File: config.mk
export PLATFORM = sky130hd
export DESIGN_NAME = intwb_arbiter_flat
export DESIGN_NICKNAME = d
export VERILOG_FILES = /design/src/rtl/intwb_arbiter_pkg.sv /design/src/rtl/intwb_arbiter_if.sv /design/src/rtl/intwb_arbiter_rrarb.sv /design/src/rtl/intwb_arbiter.sv /design/src/flat_wrapper.sv
export SDC_FILE = /design/constraint.sdc
export NUM_CORES = 1
export LEC_CHECK = 0
export ABC_AREA = 1
export CAP_MARGIN = 0
export CORE_ASPECT_RATIO = 1.75
export CORE_MARGIN = 2
export CORE_UTILIZATION = 40
export CTS_CLUSTER_DIAMETER = 120
export CTS_CLUSTER_SIZE = 16
export DETAILED_ROUTE_END_ITERATION = 8
export GPL_ROUTABILITY_DRIVEN = 0
export HOLD_SLACK_MARGIN = 0.15
export MAX_ROUTING_LAYER = met4
export PLACE_DENSITY = 0.81
export SYNTH_ARGS = -nofsm -noshare
export SYNTH_HDL_FRONTEND = slang
export SYNTH_HIERARCHICAL = 1
export SYNTH_SLANG_ARGS = --single-unit
export TNS_END_PERCENT = 50
File: constraint.sdc
create_clock -name clk -period 7.3 [get_ports clk]
set_input_delay 0.73 -clock clk [delete_from_list [all_inputs] [get_ports clk]]
set_output_delay 0.73 -clock clk [all_outputs]
set_load 0.05 [all_outputs]
File: src/rtl/intwb_arbiter_pkg.sv
// Shared constants and types for the integer writeback arbiter.
// Holds the core configuration type, the long-unit indices and the
// default starvation limit.
package intwb_arbiter_pkg;

    // Core configuration; only the XLEN field is used here.
    typedef struct packed {
        logic [31:0] XLEN;
    } cvw_t;

    localparam cvw_t CVW_DEFAULT = '{XLEN: 32'd32};

    localparam int unsigned NUM_LONG_WB      = 2;
    localparam int unsigned LWB_MDU          = 0;
    localparam int unsigned LWB_FPU          = 1;
    localparam int unsigned STARVE_LIMIT_DEF = 8;
    localparam int unsigned REG_W            = 5;

endpackage

File: src/rtl/intwb_arbiter_if.sv
// Bus bundle between the W stage, long-latency units, decode and the
// integer writeback arbiter.
//   slave  : arbiter side (requests in, write port / stalls out)
//   master : pipeline / unit side
interface intwb_arbiter_if
    import intwb_arbiter_pkg::*;
#(
    parameter int unsigned XLEN     = 32,
    parameter int unsigned NUM_LONG = NUM_LONG_WB
);
    logic                       PipeValidW;
    logic [4:0]                 PipeRdW;
    logic [XLEN-1:0]            PipeResultW;
    logic [NUM_LONG-1:0]        LongValid;
    logic [NUM_LONG*5-1:0]      LongRd;
    logic [NUM_LONG*XLEN-1:0]   LongResult;
    logic [NUM_LONG-1:0]        LongAccept;
    logic                       IssueLongE;
    logic [4:0]                 IssueRdE;
    logic [4:0]                 Rs1D;
    logic [4:0]                 Rs2D;
    logic [4:0]                 RdD;
    logic                       RegWriteD;
    logic                       ScoreboardStallD;
    logic                       HoldW;
    logic                       RegWriteW;
    logic [4:0]                 RdW;
    logic [XLEN-1:0]            ResultW;

    modport slave (
        input  PipeValidW, PipeRdW, PipeResultW,
        input  LongValid, LongRd, LongResult,
        input  IssueLongE, IssueRdE, Rs1D, Rs2D, RdD, RegWriteD,
        output LongAccept, ScoreboardStallD, HoldW,
        output RegWriteW, RdW, ResultW
    );

    modport master (
        output PipeValidW, PipeRdW, PipeResultW,
        output LongValid, LongRd, LongResult,
        output IssueLongE, IssueRdE, Rs1D, Rs2D, RdD, RegWriteD,
        input  LongAccept, ScoreboardStallD, HoldW,
        input  RegWriteW, RdW, ResultW
    );

endinterface

File: src/rtl/intwb_arbiter_rrarb.sv
// Round-robin arbiter: picks the first request at or after ptr.
//   req : request vector
//   ptr : highest-priority index this cycle
//   gnt : one-hot grant (zero when no request)
module rrarb #(
    parameter int unsigned N     = 2,
    parameter int unsigned PTR_W = 1
) (
    input  logic [N-1:0]     req,
    input  logic [PTR_W-1:0] ptr,
    output logic [N-1:0]     gnt
);

    logic found;

    // Scan offsets from ptr; the first hit wins.
    always_comb begin
        gnt   = '0;
        found = 1'b0;
        for (int unsigned k = 0; k < N; k++) begin
            for (int unsigned j = 0; j < N; j++) begin
                if (!found && req[j] && (((32'(ptr) + k) % N) == j)) begin
                    gnt[j] = 1'b1;
                    found  = 1'b1;
                end
            end
        end
    end

endmodule

File: src/rtl/intwb_arbiter.sv
// Integer register-file write port arbiter with long-op scoreboard.
//   clk, reset : core clock, synchronous active-high reset
//   bus        : W-stage request, long-unit requests/accepts, issue info,
//                decode hazard query, HoldW and the regfile write port
module intwb_arbiter
    import intwb_arbiter_pkg::*;
#(
    parameter cvw_t        P            = CVW_DEFAULT,
    parameter int unsigned NUM_LONG     = NUM_LONG_WB,
    parameter int unsigned STARVE_LIMIT = STARVE_LIMIT_DEF
) (
    input  logic             clk,
    input  logic             reset,
    intwb_arbiter_if.slave   bus
);

    localparam int unsigned XLEN  = P.XLEN;
    localparam int unsigned PTR_W = (NUM_LONG > 1) ? $clog2(NUM_LONG) : 1;
    localparam int unsigned CNT_W = $clog2(STARVE_LIMIT + 1);

    logic [PTR_W-1:0]    rr_ptr, rr_ptr_nxt, gnt_ptr;
    logic [CNT_W-1:0]    starve_cnt, starve_cnt_nxt;
    logic                hold, hold_nxt;
    logic [31:0]         pending, pending_nxt, set_mask, clr_mask;
    logic                pipe_win, long_any, any_valid;
    logic [NUM_LONG-1:0] long_req, long_gnt;
    logic [REG_W-1:0]    gnt_rd;
    logic [XLEN-1:0]     gnt_result;

    assign any_valid = |bus.LongValid;
    assign pipe_win  = ~reset & ~hold & bus.PipeValidW;
    // Long units compete only when the pipeline does not take the port.
    assign long_req  = (reset | pipe_win) ? '0 : bus.LongValid;

    rrarb #(.N(NUM_LONG), .PTR_W(PTR_W)) u_rrarb (
        .req (long_req),
        .ptr (rr_ptr),
        .gnt (long_gnt)
    );

    assign long_any = |long_gnt;

    // Select the granted unit's payload and its successor pointer.
    always_comb begin
        gnt_rd     = '0;
        gnt_result = '0;
        gnt_ptr    = rr_ptr;
        for (int i = 0; i < int'(NUM_LONG); i++) begin
            if (long_gnt[i]) begin
                gnt_rd     = bus.LongRd[i*5 +: 5];
                gnt_result = bus.LongResult[i*int'(XLEN) +: XLEN];
                gnt_ptr    = PTR_W'((i + 1) % int'(NUM_LONG));
            end
        end
    end

    // Register-file write port.
    assign bus.RegWriteW  = pipe_win | long_any;
    assign bus.RdW        = pipe_win ? bus.PipeRdW     : gnt_rd;
    assign bus.ResultW    = pipe_win ? bus.PipeResultW : gnt_result;
    assign bus.LongAccept = long_gnt;
    assign bus.HoldW      = hold;

    // No same-cycle bypass: a stall clears the cycle after the write.
    assign bus.ScoreboardStallD = pending[bus.Rs1D] | pending[bus.Rs2D] |
                                  (bus.RegWriteD & pending[bus.RdD]);

    // Next-state: pointer, starvation counter, hold and scoreboard.
    always_comb begin
        rr_ptr_nxt     = rr_ptr;
        starve_cnt_nxt = starve_cnt;
        hold_nxt       = hold;
        set_mask       = '0;
        clr_mask       = '0;

        if (long_any) begin
            rr_ptr_nxt = gnt_ptr;
        end

        if (long_any) begin
            starve_cnt_nxt = '0;
        end else if (any_valid && (starve_cnt != CNT_W'(STARVE_LIMIT))) begin
            starve_cnt_nxt = starve_cnt + CNT_W'(1);
        end

        // Hold drops after the forced grant, or if the requester withdrew.
        if (long_any || !any_valid) begin
            hold_nxt = 1'b0;
        end else if (starve_cnt_nxt == CNT_W'(STARVE_LIMIT)) begin
            hold_nxt = 1'b1;
        end

        // x0 is never tracked; set takes priority over clear.
        for (int r = 1; r < 32; r++) begin
            set_mask[r] = bus.IssueLongE && (bus.IssueRdE == 5'(r));
            clr_mask[r] = long_any && (gnt_rd == 5'(r));
        end
        pending_nxt = ((pending & ~clr_mask) | set_mask) & ~32'd1;
    end

    always_ff @(posedge clk) begin
        if (reset) begin
            rr_ptr     <= '0;
            starve_cnt <= '0;
            hold       <= 1'b0;
            pending    <= '0;
        end else begin
            rr_ptr     <= rr_ptr_nxt;
            starve_cnt <= starve_cnt_nxt;
            hold       <= hold_nxt;
            pending    <= pending_nxt;
        end
    end

endmodule

File: src/flat_wrapper.sv
// flat-port wrapper written by rule: the top's interface ports become plain ports
module intwb_arbiter_flat import intwb_arbiter_pkg::*;
#(
    parameter cvw_t        P            = CVW_DEFAULT,
    parameter int unsigned NUM_LONG     = NUM_LONG_WB,
    parameter int unsigned STARVE_LIMIT = STARVE_LIMIT_DEF
)
  (clk, reset, bus_PipeValidW, bus_PipeRdW, bus_PipeResultW, bus_LongValid, bus_LongRd, bus_LongResult, bus_IssueLongE, bus_IssueRdE, bus_Rs1D, bus_Rs2D, bus_RdD, bus_RegWriteD, bus_LongAccept, bus_ScoreboardStallD, bus_HoldW, bus_RegWriteW, bus_RdW, bus_ResultW);
  intwb_arbiter_if #(.NUM_LONG(NUM_LONG)) bus_i ();
  input  logic clk;
  input  logic reset;
  input wire logic [$bits(bus_i.PipeValidW)-1:0] bus_PipeValidW;
  input wire logic [$bits(bus_i.PipeRdW)-1:0] bus_PipeRdW;
  input wire logic [$bits(bus_i.PipeResultW)-1:0] bus_PipeResultW;
  input wire logic [$bits(bus_i.LongValid)-1:0] bus_LongValid;
  input wire logic [$bits(bus_i.LongRd)-1:0] bus_LongRd;
  input wire logic [$bits(bus_i.LongResult)-1:0] bus_LongResult;
  input wire logic [$bits(bus_i.IssueLongE)-1:0] bus_IssueLongE;
  input wire logic [$bits(bus_i.IssueRdE)-1:0] bus_IssueRdE;
  input wire logic [$bits(bus_i.Rs1D)-1:0] bus_Rs1D;
  input wire logic [$bits(bus_i.Rs2D)-1:0] bus_Rs2D;
  input wire logic [$bits(bus_i.RdD)-1:0] bus_RdD;
  input wire logic [$bits(bus_i.RegWriteD)-1:0] bus_RegWriteD;
  output wire logic [$bits(bus_i.LongAccept)-1:0] bus_LongAccept;
  output wire logic [$bits(bus_i.ScoreboardStallD)-1:0] bus_ScoreboardStallD;
  output wire logic [$bits(bus_i.HoldW)-1:0] bus_HoldW;
  output wire logic [$bits(bus_i.RegWriteW)-1:0] bus_RegWriteW;
  output wire logic [$bits(bus_i.RdW)-1:0] bus_RdW;
  output wire logic [$bits(bus_i.ResultW)-1:0] bus_ResultW;
  assign bus_i.PipeValidW = bus_PipeValidW;
  assign bus_i.PipeRdW = bus_PipeRdW;
  assign bus_i.PipeResultW = bus_PipeResultW;
  assign bus_i.LongValid = bus_LongValid;
  assign bus_i.LongRd = bus_LongRd;
  assign bus_i.LongResult = bus_LongResult;
  assign bus_i.IssueLongE = bus_IssueLongE;
  assign bus_i.IssueRdE = bus_IssueRdE;
  assign bus_i.Rs1D = bus_Rs1D;
  assign bus_i.Rs2D = bus_Rs2D;
  assign bus_i.RdD = bus_RdD;
  assign bus_i.RegWriteD = bus_RegWriteD;
  assign bus_LongAccept = bus_i.LongAccept;
  assign bus_ScoreboardStallD = bus_i.ScoreboardStallD;
  assign bus_HoldW = bus_i.HoldW;
  assign bus_RegWriteW = bus_i.RegWriteW;
  assign bus_RdW = bus_i.RdW;
  assign bus_ResultW = bus_i.ResultW;
  intwb_arbiter #(.P(P), .NUM_LONG(NUM_LONG), .STARVE_LIMIT(STARVE_LIMIT)) u_core (.clk(clk), .reset(reset), .bus(bus_i));
endmodule
Word level (Yosys, flattened, before mapping) --
Index checks and enable logic that the tools add are counted.
Storage, ports and cells: bits in registers 38, latch bits 0, bits in writable memories 0, memory bits (read-only) 0, input port bits 138, output and inout port bits 42, logic and storage cells 191, memories 0
Cells by class: $add $sub $neg 2, multiply operators 0, div/mod/pow operators 0, order comparisons 3, eq/ne operators 64, shifts and indexed selects 0, mux-type cells 23, bitwise gates (word level) 12, reduce and logical (&&, ||, !) cells 82
Operators by type and width (count):
- 5-bit equality test (second input constant) | 32
- 32-bit 2-to-1 mux | 3
- 5-bit by 4-bit equality test with 1-bit output (second input constant) | 16
- 1-bit logical AND | 70
- 32-bit logical NOT | 2
- 5-bit by 3-bit equality test with 1-bit output (second input constant) | 8
- 32-bit AND | 1
- 32-bit inverter | 1
- 32-bit OR | 1
- 5-bit by 2-bit equality test with 1-bit output (second input constant) | 4
- 5-bit by 6-bit < comparator with 1-bit output (second input constant) | 3
- 1-bit binary-select mux with 5-bit select | 3
- 5-bit 2-to-1 mux | 3
- 1-bit 2-to-1 mux | 11
- 5-bit by 1-bit equality test with 1-bit output (second input constant) | 2
- 4-bit 2-to-1 mux | 2
- 2-bit OR reduction | 3
- 4-bit by 1-bit adder with 4-bit output (second input constant) | 1
- 4-bit equality test (second input constant) | 1
- 1-bit logical NOT | 4
- 4-bit inequality test (second input constant) | 1
- 1-bit OR | 4
- 1-bit AND | 3
- 2-bit 2-to-1 mux | 1
- other kinds (5) | 6

Logic depth before layout (Yosys ltp) --
word-level depth 25, depth in mapped cells 17, mapped depth without buffers 15

Modules after synthesis --
Netlist, hierarchy kept.
By module, submodules not included:
- intwb_arbiter | instances 1, cells an instance 621, area an instance 3385.7 um^2, seq. area each 740.7 um^2
- rrarb | instances 1, cells an instance 5, area an instance 20.0 um^2, seq. area each 0.0 um^2

Worst setup path before layout --
Ideal clock, no wire load.
path type input -> output, start point in reset, end point out bus_ResultW[10], data arrival time 4487 ps, required time 6570 ps, path slack 2083 ps, cell stages on the path 12, path buffers 3, cells stage by stage inv_1 > nand2_1 > nor2_1 > clkbuf_1 > clkbuf_1 > nor3_1 > a21oi_1 > inv_1 > nor2_4 > clkbuf_1 > a22oi_1 > o21ai_0
On the way: elaborated cells between the ends (all ways) 24, those cells by class 10 x mux; 4 x bitwise; 10 x reduce/logical
RTL lines:
- start, declared | RTL line flat_wrapper.sv:11 | input logic reset;
- 1-bit inverter | RTL line intwb_arbiter.sv:31 | assign pipe_win = ~reset & ~hold & bus.PipeValidW;
- 1-bit AND (2 in series) | RTL line intwb_arbiter.sv:31
- 1-bit OR (*) | RTL line intwb_arbiter.sv:33 | assign long_req = (reset | pipe_win) ? '0 : bus.LongValid;
- 2-bit 2-to-1 mux (*) | RTL line intwb_arbiter.sv:33
- via u_core.long_req[1] | RTL line intwb_arbiter.sv:26 | logic [NUM_LONG-1:0] long_req, long_gnt;
- 1-bit logical AND (*) (2 in series) | RTL line intwb_arbiter_rrarb.sv:22 | if (!found && req[j] && (((32'(ptr) + k) % N) == j)) begin
- 1-bit 2-to-1 mux (*) | RTL line intwb_arbiter_rrarb.sv:22
- 1-bit logical NOT (*) | RTL line intwb_arbiter_rrarb.sv:22
- 1-bit logical AND (*) (2 in series) | RTL line intwb_arbiter_rrarb.sv:22
- 1-bit 2-to-1 mux (*) | RTL line intwb_arbiter_rrarb.sv:22
- via bus_LongAccept[0] | RTL line flat_wrapper.sv:24 | output wire logic [$bits(bus_i.LongAccept)-1:0] bus_LongAccept;
- 32-bit 2-to-1 mux (*) (2 in series) | RTL line intwb_arbiter.sv:49 | if (long_gnt[i]) begin
- 32-bit 2-to-1 mux (*) | RTL line intwb_arbiter.sv:60 | assign bus.ResultW = pipe_win ? bus.PipeResultW : gnt_result;
- end, declared | RTL line flat_wrapper.sv:29 | output wire logic [$bits(bus_i.ResultW)-1:0] bus_ResultW;
The timed path passes the listed nets; every way through them passes the cells marked *.

Worst setup path in the final report --
start point in reset, end point out bus_RdW[4]
On the way: word-level cells in the longest chain between the ends 21, elaborated cells between the ends (all ways) 24, those cells by class 10 x mux; 4 x bitwise; 10 x reduce/logical
Ends and longest elaborated chain:
- 1-bit inverter | RTL line intwb_arbiter.sv:31
- 1-bit AND (2 in series) | RTL line intwb_arbiter.sv:31
- 1-bit OR (*) | RTL line intwb_arbiter.sv:33
- 2-bit 2-to-1 mux (*) | RTL line intwb_arbiter.sv:33
- via u_core.long_req[0] | RTL line intwb_arbiter.sv:26
- 1-bit logical AND | RTL line intwb_arbiter_rrarb.sv:22
- 1-bit 2-to-1 mux | RTL line intwb_arbiter_rrarb.sv:22
- 1-bit logical NOT | RTL line intwb_arbiter_rrarb.sv:22
- (+3 left out)
- 1-bit logical NOT | RTL line intwb_arbiter_rrarb.sv:22
- 1-bit logical AND (2 in series) | RTL line intwb_arbiter_rrarb.sv:22
- 1-bit 2-to-1 mux | RTL line intwb_arbiter_rrarb.sv:22
- 1-bit logical NOT | RTL line intwb_arbiter_rrarb.sv:22
- 1-bit logical AND (2 in series) | RTL line intwb_arbiter_rrarb.sv:22
- 1-bit 2-to-1 mux | RTL line intwb_arbiter_rrarb.sv:22
- 5-bit 2-to-1 mux (*) | RTL line intwb_arbiter.sv:49
- 5-bit 2-to-1 mux (*) | RTL line intwb_arbiter.sv:59 | assign bus.RdW = pipe_win ? bus.PipeRdW : gnt_rd;
- end, declared | RTL line flat_wrapper.sv:28 | output wire logic [$bits(bus_i.RdW)-1:0] bus_RdW;
Marks and branches as above.

==> results.toml <==
[critical_path]
critPathMaxStageDelay_ns = 0.85
rr_endpoint = "u_core/pending[16]"
arrival_ns = 4.83
critPathKind = "input port to output pin"
worstReg2RegStart = "u_core/bus.HoldW"
reg2regPathDepth = 10
cp.required_ns = 6.57
cp.depth = 13
crit_path_end_kind = "output pin"
slowest_stage = "clkdlybuf4s50_1"
reg2reg_slack_ns = 4.18
critPathLaunch = "reset"
cp-start-kind = "input port"
path_buf_inv = 6
crit_fanout = 39
setup.worst_path.end = "bus_RdW[4]"
cpMostUsedCell = "inv_1"
critPathTopFamily = "buffers and inverters"
path_cells = "clkdlybuf4s50_1, buf_4, inv_1, nand2_1, nor2_4, nor3_1, inv_1, a21oi_1, inv_1, nor2_4, a22oi_2, o21ai_0, clkdlybuf4s50_1"

[cells_and_area]
antenna_cells = 0
fin_cells = 873
utilization = 0.650
layout.nets = 920
syn2layout_area_growth_pct = 57.7
layout-drive-gt1-share = 0.0333
final_cell_area_mm2 = 0.00537

[route]
wl_um = 15000
drt-vias-per-instance = 5.70
firstDrtPassIters = 6
wire_per_inst_um = 17.2
drt-initial-drc-count = 337
final_antenna_net_count = 0
vias = 4972
drc = 0

[timing]
setup_viol = 0
slew_headroom = 0.281
timing.fmax_mhz = 180
rsz0062_at_grt = "false"
timing.hold.ws_ns = 0.501
worstMarginPinSlew_ns = 1.08
finalSetupTns_ns = 0
skew_ns = 0.00460
final_hold_viol_count = 0
min_period_ns = 5.56
setup_ws_ns = 1.74
fin_crit_sh = 0.762
drv_slew = 0

[synthesis]
synth_top_area_share = 0.235
syn_nets = 766
synthCells = 626
yosys_warnings = 6
yosysTopAreaCell = "nand2_1"
netlist-cell-type-count = 25
syn_avg_cell_area_um2 = 5.44
ys_ff_latch = 37
synth-edff-count = 0
ys_top_cells_by_area = "nand2_1 (23%), dfxtp_1 (22%), nand3_1 (13%)"
synth_seq_area_share = 0.217
async_reset_ff_frac = 0
synth_area_mm2 = 0.00341
synthFlopType = "dfxtp_1"

[global_routing]
grt_pass1_vias = 4707
grt.busiest_layer = "met2"
grt_pass1_wl_um = 22700
antenna_found_initial = 0
grtUsageTotal = 0.323
grt_max_degree = 63
use_met1 = 0.336
gr-usage-met3 = 0.0456
use_met2 = 0.577
overflow = 0

[clock_network]
cts.sinks = 37
clk_path_buf_depth = 2
cts_setup_buffers = 0
clk_latency_ns = 0.28
hold_buffers = 0
clkTransAtPathRegs_ns = 0.06
cts_tree = "done"
numCtsBuffers = 5
htree_levels = 2
cts_resized = 0
cts-root-buf = "clkbuf_16"

[place]
dp.cells = 865
io_buffers = 179
place_area_mm2 = 0.00520
place_ws_ns = 1.78
dpl.hpwl_um = 12100

[power_and_ir_drop]
pwr_density_cell_mw_per_mm2 = 145
cellLeakagePower_nw = 2.09
vdd_drop_max_mv = 0.0869
p_total_mw = 0.780

[floorplanning]
die_area_mm2 = 0.00930
core_mm2 = 0.00826
fp.dieW_um = 73.8
ios = 180
start_util = 0.412
fp-row-count = 44
die_y_um = 126

[run_status]
status = "finished clean"

[hold_path]
worstHoldPathType = "flop to flop"

[run]
cap_violations = 0
==> cells in the final DEF, fill, tap and decap left out, types with 5 or more instances in the layout <==
cell / instances
a21oi_1: 34
a22oi_1: 32
clkbuf_16: 5
clkdlybuf4s50_1: 179
dfxtp_1: 37
inv_1: 55
inv_2: 5
nand2_1: 213
nand3_1: 86
nor2_1: 34
nor2_2: 6
o21ai_0: 46
o21ai_1: 24
==> per-layer routing <==
metal,part of all wire,wire length [um]
met1,0.34,5120
met2,0.53,7980
met3,0.084,1260
met4,0.042,627
met5,0,0
==> state kept, by name, summed over array words and instances (netlist names) <==
signal             flops
u_core/starve_cnt      4
u_core/bus.HoldW       1
u_core/pending        31
u_core/rr_ptr          1
==> cell type report <==
class / instances / area [um2]
Clock buffer: 7 / 143
Clock inverter: 1 / 30.0
Fill cell: 803 / 2890
Inverter: 62 / 233
Multi-Input combinational cell: 492 / 2300
Sequential cell: 37 / 741
Tap cell: 92 / 115
Timing Repair Buffer: 182 / 1810
==> worst min-delay path, stage by stage (launching register included) <==
cell and delay [ns]:
dfxtp_1 0.31, o21ai_1 0.07, a21oi_1 0.07
==> cell usage after synthesis, types with 3 or more instances <==
cell type    n
nand2_1    213
inv_1       55
clkbuf_1    22
o211ai_1     3
o21ai_1     24
nor3_1       3
dfxtp_1     37
nor2_2       6
buf_2        9
nor2_1      35
a22oi_1     32
nand3_1     86
inv_2        5
o21ai_0     46
a21oi_1     34
buf_1        3
==> power by group <==
group	leakage [nW]	switching, mW	internal, mW	total [mW]
Clock	0.0841	0.0811	0.171	0.252
Combinational	1.71	0.188	0.131	0.319
Sequential	0.299	0.00335	0.206	0.209
Total	2.09	0.273	0.507	0.780
==> worst min path at each step <==
stage	start	end	slack, ns	cells after the start
after detailed placement	u_core/pending[26]	u_core/pending[26]	0.49	2
after CTS	u_core/pending[26]	u_core/pending[26]	0.50	2
after global placement	u_core/pending[2]	u_core/pending[2]	0.47	2
final	u_core/pending[2]	u_core/pending[2]	0.50	2
after global routing	u_core/pending[28]	u_core/pending[28]	0.51	2
after floorplan	u_core/pending[26]	u_core/pending[26]	0.45	2
==> kinds of logic after synthesis <==
| logic type | Yosys count | synth area share |
|---|---|---|
| flip-flops | 37 | 0.217 |
| adder cells (fa/ha/maj) | 2 | 0.00735 |
| AO/OA/AOI/OAI | 140 | 0.234 |
| AND/OR/NAND/NOR | 349 | 0.428 |
| XOR/XNOR | 1 | 0.00257 |
| buffers and inverters | 97 | 0.111 |
Note: power is estimated with default switching activity, not from simulation.
